===== config.mk =====
export PLATFORM = sky130hd
export DESIGN_NAME = parity_decoder
export DESIGN_NICKNAME = d
export VERILOG_FILES = /design/src/rtl/parity_pkg.sv /design/src/rtl/decoder_skid.sv /design/src/rtl/parity_decoder.sv
export SDC_FILE = /design/constraint.sdc
export NUM_CORES = 1
export LEC_CHECK = 0
export ABC_CLOCK_PERIOD_IN_PS = 1720
export CAP_MARGIN = 30
export CORE_MARGIN = 5
export CORE_UTILIZATION = 56
export DETAILED_ROUTE_END_ITERATION = 8
export DONT_BUFFER_PORTS = 1
export PLACE_DENSITY = 0.68
export SLEW_MARGIN = 20
export SYNTH_ARGS = -nofsm -noshare
export SYNTH_HDL_FRONTEND = slang
export SYNTH_HIERARCHICAL = 1
export SYNTH_SLANG_ARGS = --single-unit

===== constraint.sdc =====
create_clock -name clk -period 1.72 [get_ports clk]
set_input_delay 0.086 -clock clk [delete_from_list [all_inputs] [get_ports clk]]
set_output_delay 0.086 -clock clk [all_outputs]
set_load 0.02 [all_outputs]

===== src/rtl/parity_pkg.sv =====
// Shared parity definitions for the parity encoder/decoder pair.
//   - parity sense constants (even/odd)
//   - parity bit position constants (LSB/MSB)
//   - calc_parity(): reduction XOR over a zero-extended word
//   - occ_e: occupancy state of the decoder's two-entry skid buffer
package parity_pkg;

  localparam int unsigned ParityEven = 0;
  localparam int unsigned ParityOdd  = 1;

  localparam int unsigned PosLsb = 0;
  localparam int unsigned PosMsb = 1;

  // Widest encoded word the helper accepts; callers zero-extend into it.
  localparam int unsigned ParityMaxW = 64;

  typedef enum logic [1:0] {
    StEmpty,
    StOne,
    StFull
  } occ_e;

  // XOR of all bits. Zero padding does not change the result.
  function automatic logic calc_parity(input logic [ParityMaxW-1:0] word);
    return ^word;
  endfunction

endpackage


===== src/rtl/decoder_skid.sv =====
// Two-entry skid buffer between the parity checker and the consumer.
// Ports:
//   clk, rst_n     clock, asynchronous active-low reset
//   in_data_i      word to store (payload and error flag packed)
//   in_push_i      store in_data_i this cycle (caller qualifies with in_ready_o)
//   in_ready_o     registered "buffer not full"
//   out_data_o     head entry, held stable while not accepted
//   out_valid_o    head entry is valid
//   out_ready_i    consumer accepts the head entry
module decoder_skid
  import parity_pkg::*;
#(
  parameter int unsigned WIDTH = 9
) (
  input  logic             clk,
  input  logic             rst_n,
  input  logic [WIDTH-1:0] in_data_i,
  input  logic             in_push_i,
  output logic             in_ready_o,
  output logic [WIDTH-1:0] out_data_o,
  output logic             out_valid_o,
  input  logic             out_ready_i
);

  occ_e             state_q, state_d;
  logic [WIDTH-1:0] slot0_q, slot0_d;
  logic [WIDTH-1:0] slot1_q, slot1_d;
  logic             ready_q, ready_d;
  logic             pop;

  assign pop = (state_q != StEmpty) && out_ready_i;

  always_comb begin
    state_d = state_q;
    slot0_d = slot0_q;
    slot1_d = slot1_q;
    unique case (state_q)
      StEmpty: begin
        if (in_push_i) begin
          slot0_d = in_data_i;
          state_d = StOne;
        end
      end
      StOne: begin
        if (in_push_i && pop) begin
          slot0_d = in_data_i;
        end else if (in_push_i) begin
          slot1_d = in_data_i;
          state_d = StFull;
        end else if (pop) begin
          state_d = StEmpty;
        end
      end
      StFull: begin
        // No push is possible here: in_ready_o is low while full.
        if (pop) begin
          slot0_d = slot1_q;
          state_d = StOne;
        end
      end
      default: state_d = StEmpty;
    endcase
    // Ready is registered from the next occupancy so it never depends
    // combinationally on out_ready_i.
    ready_d = (state_d != StFull);
  end

  always_ff @(posedge clk or negedge rst_n) begin
    if (!rst_n) begin
      state_q <= StEmpty;
      slot0_q <= '0;
      slot1_q <= '0;
      ready_q <= 1'b0;
    end else begin
      state_q <= state_d;
      slot0_q <= slot0_d;
      slot1_q <= slot1_d;
      ready_q <= ready_d;
    end
  end

  assign in_ready_o  = ready_q;
  assign out_data_o  = slot0_q;
  assign out_valid_o = (state_q != StEmpty);

endmodule


===== src/rtl/parity_decoder.sv =====
// Parity decoder: checks parity of words popped from a FIFO, strips the
// parity bit and forwards {payload, err} through a two-entry skid buffer.
// Ports:
//   clk, rst_n     clock, asynchronous active-low reset
//   pop_data_i     encoded word (DATA_WIDTH+1 bits)
//   pop_valid_i    pop_data_i valid
//   pop_grant_o    decoder accepts a word this cycle (registered)
//   out_data_o     decoded payload
//   out_valid_o    out_data_o / out_err_o valid
//   out_grant_i    consumer accepts the output word
//   out_err_o      parity error flag of the output word
//   err_sticky_o   any error seen since last clear
//   err_count_o    saturating error count
//   err_clr_i      synchronous clear of sticky flag and counter
module parity_decoder
  import parity_pkg::*;
#(
  parameter int unsigned DATA_WIDTH = 8,
  parameter int unsigned EVEN_ODD   = 0,
  parameter int unsigned PARITY_BIT = 0,
  parameter int unsigned DROP_ERR   = 0,
  parameter int unsigned ERR_CNT_W  = 8
) (
  input  logic                  clk,
  input  logic                  rst_n,
  input  logic [DATA_WIDTH:0]   pop_data_i,
  input  logic                  pop_valid_i,
  output logic                  pop_grant_o,
  output logic [DATA_WIDTH-1:0] out_data_o,
  output logic                  out_valid_o,
  input  logic                  out_grant_i,
  output logic                  out_err_o,
  output logic                  err_sticky_o,
  output logic [ERR_CNT_W-1:0]  err_count_o,
  input  logic                  err_clr_i
);

  logic                  in_xfer;
  logic                  word_err;
  logic                  err_xfer;
  logic                  push;
  logic [DATA_WIDTH-1:0] payload;
  logic [DATA_WIDTH:0]   skid_out;

  logic                  sticky_q, sticky_d;
  logic [ERR_CNT_W-1:0]  count_q, count_d;

  assign in_xfer  = pop_valid_i && pop_grant_o;
  assign word_err = calc_parity(ParityMaxW'(pop_data_i)) != (EVEN_ODD == ParityOdd);
  assign err_xfer = in_xfer && word_err;
  // Errored words are still accepted and counted; with DROP_ERR they never
  // enter the buffer.
  assign push     = in_xfer && !((DROP_ERR != 0) && word_err);

  always_comb begin
    payload = '0;
    if (PARITY_BIT == PosMsb) begin
      payload = pop_data_i[DATA_WIDTH-1:0];
    end else begin
      payload = pop_data_i[DATA_WIDTH:1];
    end
  end

  decoder_skid #(
    .WIDTH (DATA_WIDTH + 1)
  ) u_skid (
    .clk         (clk),
    .rst_n       (rst_n),
    .in_data_i   ({payload, word_err}),
    .in_push_i   (push),
    .in_ready_o  (pop_grant_o),
    .out_data_o  (skid_out),
    .out_valid_o (out_valid_o),
    .out_ready_i (out_grant_i)
  );

  assign out_data_o = skid_out[DATA_WIDTH:1];
  assign out_err_o  = skid_out[0];

  // Clear is applied before the increment so a same-cycle error survives.
  always_comb begin
    count_d  = count_q;
    sticky_d = sticky_q;
    if (err_clr_i) begin
      count_d  = '0;
      sticky_d = 1'b0;
    end
    if (err_xfer) begin
      sticky_d = 1'b1;
      if (count_d != {ERR_CNT_W{1'b1}}) begin
        count_d = count_d + ERR_CNT_W'(1);
      end
    end
  end

  always_ff @(posedge clk or negedge rst_n) begin
    if (!rst_n) begin
      count_q  <= '0;
      sticky_q <= 1'b0;
    end else begin
      count_q  <= count_d;
      sticky_q <= sticky_d;
    end
  end

  assign err_count_o  = count_q;
  assign err_sticky_o = sticky_q;

endmodule


### Word level (Yosys, flattened, before mapping)

Index checks and enable logic that the tools add are counted.

* logic and storage cells: 41
* register bits after elaboration: 30
* output and inout bits: 20
* input port bits: 14

* reductions and logical operators: 11
* bitwise gates (word level): 1
* multiplexer cells: 15
* eq/ne operators: 7
* $add $sub $neg: 1

Operator list (count)
* parity 64 bit: 1
* 2-to-1 mux 9 bit: 3
* case mux 9 bit (3 select lines): 1
* 2-to-1 mux 8 bit: 3
* 2-to-1 mux 2 bit: 5
* adder 8 x 1 -> 8 bit (second input constant): 1
* != test 8 bit (second input constant): 1
* case mux 2 bit (3 select lines): 1
* logical AND 1 bit: 4
* != test 2 x 1 -> 1 bit (second input constant): 2
* != test 2 bit (second input constant): 2
* AND reduction 4 bit: 1
* nonzero test 2 bit: 2
* AND reduction 3 bit: 1
* nonzero test 3 bit: 1
* equality test 2 x 1 -> 1 bit (second input constant): 1
* equality test 2 bit (second input constant): 1
* logical NOT 2 bit: 1
* 2-to-1 mux 1 bit: 2
* NOT 1 bit: 1

### Depth between registers and ports, before layout

* word-level depth: 7
* gate-level depth with buffers: 6

### Modules after synthesis

Netlist, hierarchy kept.

Modules (own cells, without submodules)
* decoder_skid: times used 1, sequential area each 525.5 um^2, area an instance 1036.0 um^2, cells an instance 65
* parity_decoder: times used 1, sequential area each 225.2 um^2, area an instance 550.5 um^2, cells an instance 57

### Worst setup path before layout

No wires, ideal clock.

* path kind: input-to-reg
* start: input pop_data_i[7]
* end: register u_skid.slot0_q[0], in the netlist u_skid/out_data_o[0]
* data arrival time: 1.571 ns
* stages on the path: 6
* slack: 0.024 ns
* path through: xor2_1 > xnor3_1 > xor2_1 > inv_1 > mux2_4 > mux2_4

* word-level cells in the longest chain between the ends: 3

RTL lines
* start, declared: RTL line parity_decoder.sv:26 `input logic [DATA_WIDTH:0] pop_data_i,`
* parity 64 bit *: RTL line parity_pkg.sv:25 `return ^word;`
* via word_err: RTL line parity_decoder.sv:39 `logic word_err;`
* 2-to-1 mux 9 bit (on tied branches): RTL line decoder_skid.sv:45, decoder_skid.sv:39
* case mux 9 bit (3 select lines) *: RTL line decoder_skid.sv:37 `unique case (state_q)`
* end signal, assigned: RTL line decoder_skid.sv:76 `slot0_q <= slot0_d;`
* end, declared: RTL line decoder_skid.sv:26 `logic [WIDTH-1:0] slot0_q, slot0_d;`

The timed path passes the listed nets; every way through them passes the cells marked *. The select of a mux whose other input is x is not followed.
A chain may end at the register's enable or synchronous reset.

### Worst setup path in the final report

* start: register u_skid.state_q[1]
* end: register u_skid.slot0_q[4], in the netlist u_skid/out_data_o[4]

* word-level cells in the longest chain between the ends: 5

RTL lines
* start, declared: RTL line decoder_skid.sv:25 `occ_e state_q, state_d;`
* start signal, assigned: RTL line decoder_skid.sv:70 `state_q <= StEmpty;`
* start signal, assigned: RTL line decoder_skid.sv:75 `state_q <= state_d;`
* nonzero test 2 bit: RTL line decoder_skid.sv:31 `assign pop = (state_q != StEmpty) && out_ready_i;`
* logical AND 1 bit: RTL line decoder_skid.sv:31
* logical AND 1 bit: RTL line decoder_skid.sv:45 `if (in_push_i && pop) begin`
* != test 2 x 1 -> 1 bit (no line)
* AND reduction 4 bit (no line)

Parallel ways exist; a longest one is shown, timed or not.

==> flow_metrics.env <==
export IMPL_port_buffers=0
export IMPL_p_clk_share_pct=19.7
export IMPL_peakVddDrop_uv=1138
export IMPL_path_cells="nor2b_4 -> mux2_4 -> mux2_4"
export IMPL_p_comb_share_pct=31.4
export IMPL_finalSetupTns_ps=0
export IMPL_sw_frac_of_total_pct=33.68
export IMPL_power_density_nw_per_um2=1366
export IMPL_tritoncts="yes"
export IMPL_ant_nets=0
export IMPL_row_count=19
export IMPL_num_vias=1046
export IMPL_dp_cells=163
export IMPL_drc_errors=0
export IMPL_clkLatencyLatePin_ps=330
export IMPL_ff_latch_area_um2=750.7
export IMPL_crit_path_start="u_skid/state_q[1]"
export IMPL_cp_num_buf_inv=0
export IMPL_endpoint_kind="flop"
export IMPL_synth_ff_type="dfrtp_1"
export IMPL_required_ps=1940
export IMPL_crit_end="u_skid/out_data_o[4]"
export IMPL_finalCritPeriodShare_pct=93.09
export IMPL_rsz0062_at_grt="no"
export IMPL_hold_slack_ps=25.26
export IMPL_slew_viol_final=0
export IMPL_cp_depth=3
export IMPL_synthArstFlopShare_pct=100.0
export IMPL_synth_fp_nets=136
export IMPL_synth_cell_types=36
export IMPL_drive_above_1_share_pct=31.37
export IMPL_synth_warnings=6
export IMPL_outcome="finished, final reports clean"
export IMPL_clockBufferDepth=2
export IMPL_finClkSkew_ps=9.303
export IMPL_r2r_start="u_skid/state_q[1]"
export IMPL_drt_initial_drc_count=44
export IMPL_start_util_pct=58.03
export IMPL_synth_cells=122
export IMPL_ctsRootBufferMaster="clkbuf_4"
export IMPL_antenna_found_initial=0
export IMPL_seqPwrFrac_pct=48.9
export IMPL_die_h_um=63.23
export IMPL_core_area_um2=2734
export IMPL_path_clk_slew_ps=90
export IMPL_crit_family="multiplexers"
export IMPL_fin_crit_ps=1601
export IMPL_grt_use_met1_pct=19.09
export IMPL_grt_max_degree=31
export IMPL_post_cts_buffers=0
export IMPL_antennaDiodeCount=0
export IMPL_r2r_cells=3
export IMPL_firstDrtPassIters=4
export IMPL_synth_edf_count=0
export IMPL_die_area_um2=3997
export IMPL_cp_arrival_ps=1820
export IMPL_min_from="pop_data_i[2]"
export IMPL_worst_slew_pin_slew_ps=477.2
export IMPL_fillCellCount=208
export IMPL_r2r_end="u_skid/out_data_o[4]"
export IMPL_grt_use_total_pct=16.79
export IMPL_max_freq_ghz=0.6245
export IMPL_crit_top_cell="mux2_4"
export IMPL_switching_power_mw=0.8822
export IMPL_clock_sinks=30
export IMPL_ys_seq_area_share_pct=47.32
export IMPL_p_leak_nw=0.8863
export IMPL_internal_power_mw=1.737
export IMPL_yosysTopAreaCellShare_pct=47.32
export IMPL_synth_seq_cells=30
export IMPL_relSlewSlack_pct=68.07
export IMPL_cap_violations=0
export IMPL_crit_type="reg2reg"
export IMPL_synth_top_area_cell="dfrtp_1"
export IMPL_numCtsBuffers=5
export IMPL_gp_congestion=0.7779
export IMPL_grtUsageMet2_pct=27.69
export IMPL_critPathLaunchType="flop"
export IMPL_vias_per_cell=5.685
export IMPL_multi_input_area_um2=793.3
export IMPL_crit_slowest_cell="dfrtp_1"
export IMPL_hpwlAfterDp_mm=2.115
export IMPL_ios=34
export IMPL_synth_area_leaders="dfrtp_1, mux2_4, mux2_1, mux2i_1, nor2b_4"
export IMPL_finalHoldViolCount=0
export IMPL_fin_nets=166
export IMPL_ff2ff_setup_slack_ps=120
export IMPL_grt_busiest_layer="met2"
export IMPL_routed_wirelength_mm=3.035
export IMPL_instances_no_fill=184
export IMPL_finalSetupViolCount=0
export IMPL_grt_pass1_wl_mm=5.223
export IMPL_max_stage_delay_ps=480
export IMPL_holdCritPathClass="in2reg"
export IMPL_first_global_vias=1106
export IMPL_post_drt_wl_per_cell_um=16.49
export IMPL_syn_area_per_cell_um2=13.00
export IMPL_synthToLayoutAreaGrowth_pct=20.90
export IMPL_die_x_um=63.23
export IMPL_htreeDepth=2
export IMPL_worstPathMaxFanout=8
export IMPL_grt_ovfl_total=0
export IMPL_syn_cell_area_um2=1587
export IMPL_grt_util_met3_pct=7.460
==> metal layers <==
layer,vias up,wire (µm)
met5,-,0
met4,0,41
met3,5,204
met2,25,1522
met1,519,1265
li1,497,-
==> sequential cells by signal, indices dropped and copies added (netlist names) <==
name	flops
err_count_o	8
err_sticky_o	1
u_skid/in_ready_o	1
u_skid/out_data_o	9
u_skid/slot1_q	9
u_skid/state_q	2
==> placed cells by master, fill, tap and decap left out, drive strengths merged, types with 2 or more instances in the layout <==
| cell | n |
|---|---|
| inv | 5 |
| mux2i | 4 |
| xnor2 | 3 |
| nor2b | 4 |
| or2 | 3 |
| dlygate4sd3 | 12 |
| o21ai | 2 |
| o22ai | 2 |
| nor2 | 4 |
| a31oi | 3 |
| buf | 14 |
| nand2b | 4 |
| xor2 | 2 |
| o31ai | 2 |
| mux2 | 27 |
| nand2 | 7 |
| clkbuf | 8 |
| dfrtp | 30 |
| a21oi | 4 |
==> cells in the mapped netlist (all sizes together) (2+ instances only) <==
library cell   n
dfrtp         30
mux2          27
nand2          7
inv            5
a21oi          4
mux2i          4
nand2b         4
nor2           4
nor2b          4
a31oi          3
or2            3
xnor2          3
buf            2
o21ai          2
o22ai          2
o31ai          2
xor2           2
==> cell type report <==
type	count	share of cell area (%)
Sequential cell	30	39.14
Timing Repair Buffer	26	12.39
Multi-Input combinational cell	84	41.36
Tap cell	31	2.022
Clock buffer	8	4.110
Inverter	5	0.9785
==> metrics by stage <==
step	utilization [%]	total power, mW	setup WS [ps]	cell area, µm²
floorplan	-	1.899	24.36	1587
global placement	62.06	2.043	102.5	1697
detailed placement	62.06	2.078	84.02	1697
finish	70.16	2.619	118.8	1918
global route	70.16	2.778	30.49	1918
CTS	70.07	2.654	92.85	1916
==> power groups by stage <==
stage / registers (mW) / clock network [mW] / logic (mW)
finish: 1.28 / 0.516 / 0.822
global route: 1.31 / 0.578 / 0.888
CTS: 1.29 / 0.537 / 0.831
detailed placement: 1.30 / 0 / 0.779
global placement: 1.28 / 0 / 0.758
floorplan: 1.27 / 0 / 0.624
==> worst min-delay path by stage <==
| stage | end | slack (ps) | depth (start not counted) |
|---|---|---|---|
| 3_3_place_gp | u_skid/out_data_o[2] | -210 | 0 |
| 2_1_floorplan | err_count_o[0] | -210 | 0 |
| 3_5_place_dp | u_skid/out_data_o[2] | -210 | 0 |
| 6_report | u_skid/out_data_o[2] | 30 | 2 |
| 4_1_cts | err_count_o[0] | 7 | 2 |
| 5_1_grt | err_count_o[0] | 5 | 2 |
==> repair_timing <==
action | 4_1_cts | 5_1_grt
gates resized for setup | 0 | 1
endpoints found under the setup margin | 0 | 1
hold endpoints to repair | 49 | 0
hold buffers | 13 | 0
==> cell families after synthesis <==
kind of cell,synth area share [%]
compound gates,7.019
buf+inv,2.839
xor+xnor,5.678
flops,47.32
simple gates,11.20
mux,25.95
Power figures use the tool's default switching activity.
